<file path="config.mk">
export PLATFORM = sky130hd
export DESIGN_NAME = serial_adder_ctrl
export DESIGN_NICKNAME = d
export VERILOG_FILES = /design/src/rtl/serial_adder_ctrl.sv
export SDC_FILE = /design/constraint.sdc
export NUM_CORES = 1
export LEC_CHECK = 0
export ABC_AREA = 1
export CORE_UTILIZATION = 30
export DETAILED_ROUTE_END_ITERATION = 16
export GPL_TIMING_DRIVEN = 0
export PLACE_DENSITY = 0.59
export SLEW_MARGIN = 0
export SYNTH_ARGS = -nofsm -noshare
export SYNTH_HDL_FRONTEND = slang
export SYNTH_SLANG_ARGS = --single-unit
</file>
<file path="constraint.sdc">
create_clock -name clk -period 1.55 [get_ports clk]
set_input_delay 0.2325 -clock clk [delete_from_list [all_inputs] [get_ports clk]]
set_output_delay 0.2325 -clock clk [all_outputs]
set_load 0.05 [all_outputs]
</file>
<file path="src/rtl/serial_adder_ctrl.sv">
// Bit-serial adder/subtractor controller.
// One full-adder cell is reused across all WIDTH bits, LSB first, one bit per clock.
// Ports:
//   clk, rst         - clock and synchronous active-high reset
//   start            - operation request, sampled only while idle
//   Sub              - 0: A+B+Cin, 1: A-B (sampled with start)
//   A, B             - operands (sampled with start)
//   Cin              - carry-in for add, ignored for subtract (sampled with start)
//   busy             - high while bits are being processed
//   done             - one-cycle pulse when Sum/Cout/Ovf take a new result
//   Sum, Cout, Ovf   - registered result, carry-out (inverted borrow on subtract)
//                      and signed overflow

module full_adder_cell (
   input  logic a_i,
   input  logic b_i,
   input  logic ci_i,
   output logic s_c,
   output logic co_c
);
   // Single-bit full adder shared by every bit position.
   assign s_c  = a_i ^ b_i ^ ci_i;
   assign co_c = (a_i & b_i) | (ci_i & (a_i ^ b_i));
endmodule

module serial_adder_ctrl #(
   parameter int unsigned WIDTH = 8
) (
   input  logic             clk,
   input  logic             rst,
   input  logic             start,
   input  logic             Sub,
   input  logic [WIDTH-1:0] A,
   input  logic [WIDTH-1:0] B,
   input  logic             Cin,
   output logic             busy,
   output logic             done,
   output logic [WIDTH-1:0] Sum,
   output logic             Cout,
   output logic             Ovf
);

   localparam int unsigned CNT_W = $clog2(WIDTH);

   localparam logic [1:0] S_IDLE = 2'd0;
   localparam logic [1:0] S_RUN  = 2'd1;
   localparam logic [1:0] S_DONE = 2'd2;

   localparam logic [CNT_W-1:0] CNT_PEN  = CNT_W'(WIDTH - 2);
   localparam logic [CNT_W-1:0] CNT_LAST = CNT_W'(WIDTH - 1);

   logic [1:0]       state_q, state_d;
   logic [CNT_W-1:0] cnt_q, cnt_d;
   logic             carry_q, carry_d;
   logic             cmsb_q, cmsb_d;
   logic [WIDTH-1:0] opa_q, opa_d;
   logic [WIDTH-1:0] opb_q, opb_d;
   logic [WIDTH-1:0] sum_q, sum_d;
   logic             cout_q, cout_d;
   logic             ovf_q, ovf_d;
   logic             busy_q, busy_d;
   logic             done_q, done_d;

   logic cell_s;
   logic cell_co;

   // The one shared adder cell always works on the current LSBs.
   full_adder_cell u_cell (
      .a_i  (opa_q[0]),
      .b_i  (opb_q[0]),
      .ci_i (carry_q),
      .s_c  (cell_s),
      .co_c (cell_co)
   );

   // Next-state and datapath update.
   // opa doubles as the result shift register: each consumed A bit leaves
   // the LSB while the matching sum bit enters at the MSB, so after WIDTH
   // shifts it holds the complete sum.
   always_comb begin
      state_d = state_q;
      cnt_d   = cnt_q;
      carry_d = carry_q;
      cmsb_d  = cmsb_q;
      opa_d   = opa_q;
      opb_d   = opb_q;
      sum_d   = sum_q;
      cout_d  = cout_q;
      ovf_d   = ovf_q;

      case (state_q)
         S_IDLE: begin
            if (start) begin
               opa_d   = A;
               opb_d   = Sub ? ~B : B;
               carry_d = Sub ? 1'b1 : Cin;
               cnt_d   = '0;
               state_d = S_RUN;
            end
         end
         S_RUN: begin
            opa_d   = {cell_s, opa_q[WIDTH-1:1]};
            opb_d   = {1'b0, opb_q[WIDTH-1:1]};
            carry_d = cell_co;
            // Carry out of bit WIDTH-2 is the carry into the MSB.
            if (cnt_q == CNT_PEN) begin
               cmsb_d = cell_co;
            end
            if (cnt_q == CNT_LAST) begin
               sum_d   = {cell_s, opa_q[WIDTH-1:1]};
               cout_d  = cell_co;
               ovf_d   = cmsb_q ^ cell_co;
               state_d = S_DONE;
            end else begin
               cnt_d = cnt_q + CNT_W'(1);
            end
         end
         S_DONE: begin
            state_d = S_IDLE;
         end
         default: begin
            state_d = S_IDLE;
         end
      endcase

      busy_d = (state_d == S_RUN);
      done_d = (state_d == S_DONE);
   end

   // State and output registers; reset overrides any pending request.
   always_ff @(posedge clk) begin
      if (rst) begin
         state_q <= S_IDLE;
         cnt_q   <= '0;
         carry_q <= 1'b0;
         cmsb_q  <= 1'b0;
         opa_q   <= '0;
         opb_q   <= '0;
         sum_q   <= '0;
         cout_q  <= 1'b0;
         ovf_q   <= 1'b0;
         busy_q  <= 1'b0;
         done_q  <= 1'b0;
      end else begin
         state_q <= state_d;
         cnt_q   <= cnt_d;
         carry_q <= carry_d;
         cmsb_q  <= cmsb_d;
         opa_q   <= opa_d;
         opb_q   <= opb_d;
         sum_q   <= sum_d;
         cout_q  <= cout_d;
         ovf_q   <= ovf_d;
         busy_q  <= busy_d;
         done_q  <= done_d;
      end
   end

   assign busy = busy_q;
   assign done = done_q;
   assign Sum  = sum_q;
   assign Cout = cout_q;
   assign Ovf  = ovf_q;

endmodule

</file>
# Word level (Yosys, flattened, before mapping)
# Index checks and enable logic that the tools add are counted.
# totals
regBits	35
in_bits	21
out_inout_bits	12
# classes
eq_ne	7
n_mux	14
reduce_logical	6
n_addsub	1
bitwise	7
# ops
operator	n
$pmux W8 S2	2
$mux W8	3
$not A8 Y8	1
$eq A3 B3 Y1 const B	2
$mux W3	2
$pmux W3 S2	1
$reduce_and A2 Y1	3
$eq A2 B1 Y1 const B	2
$mux W2	2
$ne A2 B2 Y1 const B	2
$pmux W2 S2	1
$add A3 B1 Y3 const B	1
$reduce_and A3 Y1	1
$xor A1 B1 Y1	3
$and A1 B1 Y1	2
$eq A2 B2 Y1 const B	1
$logic_not A2 Y1	1
$mux W1	2
$pmux W1 S2	1
$reduce_bool A2 Y1	1
$or A1 B1 Y1	1

# Depth between registers and ports, before layout
# logic_depth
depth_word	4
ltp_mapped	8
mapped_depth_nobuf	7

# Modules after synthesis
# A second synthesis with hierarchy kept.
# unflattened
cells_unflattened	247
hier_area_um2	1622.8
# modules_own_cells
mod	cells_per_inst	instances	area_each_um2	seq_area_each_um2
serial_adder_ctrl	246	1	1602.8	700.7
full_adder_cell	1	1	20.0	0.0

# Least setup slack after synthesis
# OpenSTA, ideal clock, no wires.
# synth_path
kind	register to register
start	reg cnt_q[0]
end	reg sum_q[0], in the netlist Sum[0]
t_required_ns	1.434
path_stages_with_launch	8
t_arrival_ns	1.133
path_slack_ns	0.300
path_cell_list	dfxtp_1 > ha_1 > ha_1 > nand2_2 > nor2_4 > buf_6 > o21ai_0 > nor2_1
# synth_via
elab_chain_len	2
# synth_lines
item	line_no	text
from (decl)	53	logic [CNT_W-1:0] cnt_q, cnt_d;
from (signal assigned)	146	cnt_q <= cnt_d;
$eq A3 B3 Y1	109	if (cnt_q == CNT_LAST) begin
$reduce_and A2 Y1 (no line)	n/a	
to (signal assigned)	151	sum_q <= sum_d;
to (decl)	58	logic [WIDTH-1:0] sum_q, sum_d;
# No other way between the ends.
# A chain may end at the register's enable or synchronous reset.

# Worst setup path after layout
# layout_path
start	reg cnt_q[1]
end	reg sum_q[6], in the netlist Sum[6]
# Same word-level chain as after synthesis.

==> flow_summary.yaml <==
run_status:
  status: "complete, no violations"
clock_tree:
  cts_buffers: 5
  clkTransAtPathRegs_ns: 0.08
  clock_sinks: 35
  clkLatencyLatePin_ns: 0.29
  htree_levels: 2
  cts_tree: "done"
  cts-root-buf: "clkbuf_8"
  cts_max_path_buffers: 2
  postCtsSetupBuffers: 0
synth:
  syn_area_per_cell_um2: 6.79
  synthTopCellsByArea: "dfxtp_1, nand2_1, nor2_1"
  synth.most_common_cell: "nand2_1"
  async_flop_share: 0
  synth_warnings: 0
  synth_ff_type: "dfxtp_1"
  synth.distinct_cells: 24
  synth_area_mm2: 0.00166
  ys_seq_elements: 35
  synth_top_area_cell: "dfxtp_1"
  yosysTopAreaCellShare: 0.423
  syn_inst: 244
  syn_nets: 269
  ys_seq_area_frac: 0.423
  synth-edff-count: 0
  synthTopCellsByCount: "nand2_1, nor2_1, dfxtp_1"
worst_setup_path:
  crit_fanout: 7
  regToRegEndpoint: "Sum[6]$_SDFFE_PP0P_"
  worst_ep_arrival_time_ns: 1.59
  r2r_cells: 7
  crit_path_end_kind: "flip-flop"
  rrSetupSlack_ns: 0.14
  cp_data_required_time_ns: 1.73
  critPathKind: "flip-flop to flip-flop"
  cp-start-kind: "flip-flop"
  worstReg2RegStart: "cnt_q[1]$_SDFFE_PP0P_"
cells_and_area:
  final_nets: 306
  final_area_mm2: 0.00212
  final_util: 0.407
  area_growth_pct: 27.8
  num_antenna_cells: 0
  drive_gt1_frac: 0.0851
run:
  drv_cap: 0
drt:
  initialDrtViolationCount: 105
  routedWlPerCell_um: 11.0
  post-route-drc-count: 0
  firstDrtPassIters: 4
  via_per_inst: 4.49
  route.antenna.remaining_nets: 0
  drt-total-wl_um: 3860
  num_vias: 1582
placed_design:
  place_area_mm2: 0.00205
  port_buffers: 30
  hpwl_um: 2850
  gp_congestion: 0.788
sta:
  period_needed_ns: 1.41
  slew_violations: 0
  setup_violations: 0
  max_freq_mhz: 710
  post-route-period-util: 0.909
  finClkSkew_ns: 0.00594
  worst_pin_slew_ns: 0.490
  rsz0062_at_grt: "false"
  slew-limit-headroom: 0.675
  hold_viol: 0
hold_path:
  worstHoldEndpoint: "Cout$_SDFFE_PP0P_"
  min_path_type: "input pin to flip-flop"
  min_from: "rst"
  hold_path_depth: 2
global_route:
  antenna_found_initial: 0
  grt_max_degree: 13
  grt_pass1_wl_um: 6660
  gr-usage-all-layers: 0.143
  overflow: 0
  grt_pass1_vias: 1445
die:
  top_level_ports: 33
  dieArea_mm2: 0.00583
  die_x_um: 76.3
  num_rows: 26
  fp.dieH_um: 76.3
  core_area_mm2: 0.00520
  initial_utilization: 0.319
power:
  vdd_drop_max_mv: 0.507
  leakagePower_uw: 0.00106
  power_uw: 1880
  power_density_mw_per_mm2: 885
==> cell usage in the layout, fill, tap and decap left out, types with 2 or more instances in the layout <==
master and n:
inv_2 2, nand3_1 27, clkinvlp_4 2, inv_1 24, buf_4 2, ha_1 3, nor2_1 43, buf_6 2
dfxtp_1 35, clkbuf_8 5, nand2_1 67, clkbuf_1 2, dlygate4sd2_1 12, clkdlybuf4s50_1 18, o21ai_0 11, a21oi_1 9
nand2_2 4, buf_2 3
==> metal layers <==
layer / track usage / up-vias / part of all wire
met5: 0 / - / 0
met3: 0.0299 / 6 / 0.043
li1: - / 827 / -
met4: 0.0462 / 0 / 0.011
met1: 0.185 / 725 / 0.49
met2: 0.235 / 24 / 0.46
==> power by group <==
part | internal (uW) | leakage [uW] | switching [uW]
Clock | 312 | 0.0000402 | 337
Sequential | 937 | 0.000286 | 25.3
Combinational | 115 | 0.000738 | 150
Total | 1360 | 0.00106 | 513
==> area by class of cell <==
cell class	count	area, um2
flip-flops and latches	35	701
well taps	70	87.6
repair buffers	30	285
clock inverters	3	20.0
fillers	584	3090
clock buffers	5	68.8
multi-input cells	173	796
inverters	27	101
plain buffers	9	60.1
==> how the worst max path moves through the flow <==
stage	start	endpoint	slack (ns)	depth (start not counted)
finish	cnt_q[1]$_SDFFE_PP0P_	Sum[6]$_SDFFE_PP0P_	0.14	7
global route	cnt_q[1]$_SDFFE_PP0P_	Sum[0]$_SDFFE_PP0P_	0.05	7
CTS	start	opb_q[3]$_SDFFE_PP0P_	0.13	6
detailed placement	start	opb_q[3]$_SDFFE_PP0P_	-0.16	6
global placement	start	opb_q[3]$_SDFFE_PP0P_	-0.15	6
floorplan	cnt_q[0]$_SDFFE_PP0P_	Sum[0]$_SDFFE_PP0P_	0.30	7
==> sequential cells by signal, summed over array words and instances, names as in the netlist <==
name and count:
Sum 8, cnt_q 3, done 1, state_q 2
Cout 1, opa_q 8, carry_q 1, cmsb_q 1
opb_q 8, busy 1, Ovf 1
==> through the flow <==
step | setup slack [ns] | TNS, ns | hold slack (ns) | cells
2_1_floorplan | 0.300 | 0 | 0.441 | 244
3_3_place_gp | -0.150 | -0.604 | 0.455 | 344
3_5_place_dp | -0.161 | -0.680 | 0.457 | 344
4_1_cts | 0.134 | 0 | 0.239 | 352
5_1_grt | 0.0480 | 0 | 0.240 | 352
6_report | 0.141 | 0 | 0.230 | 352
==> logic make-up after synthesis <==
kind of cell,synth area share
XOR/XNOR,0.0106
AND/OR/NAND/NOR,0.370
adder cells (fa/ha/maj),0.0347
AO/OA/AOI/OAI,0.0649
buffers and inverters,0.0974
flip-flops,0.423
==> critical path, stage by stage, from the launching register on <==
cell,delay [ns]
dfxtp_1,0.37
ha_1,0.16
ha_1,0.17
nand2_2,0.09
nor2_4,0.17
inv_1,0.17
nor2_1,0.12
nor2_1,0.05
==> what timing repair did <==
action | 4_1_cts | 5_1_grt
hold buffers | 0 | 0
hold endpoints to repair | 0 | 0
resized for setup | 12 | 0
setup endpoints to repair | 12 | 0
Note: power is estimated with default switching activity, not from simulation.
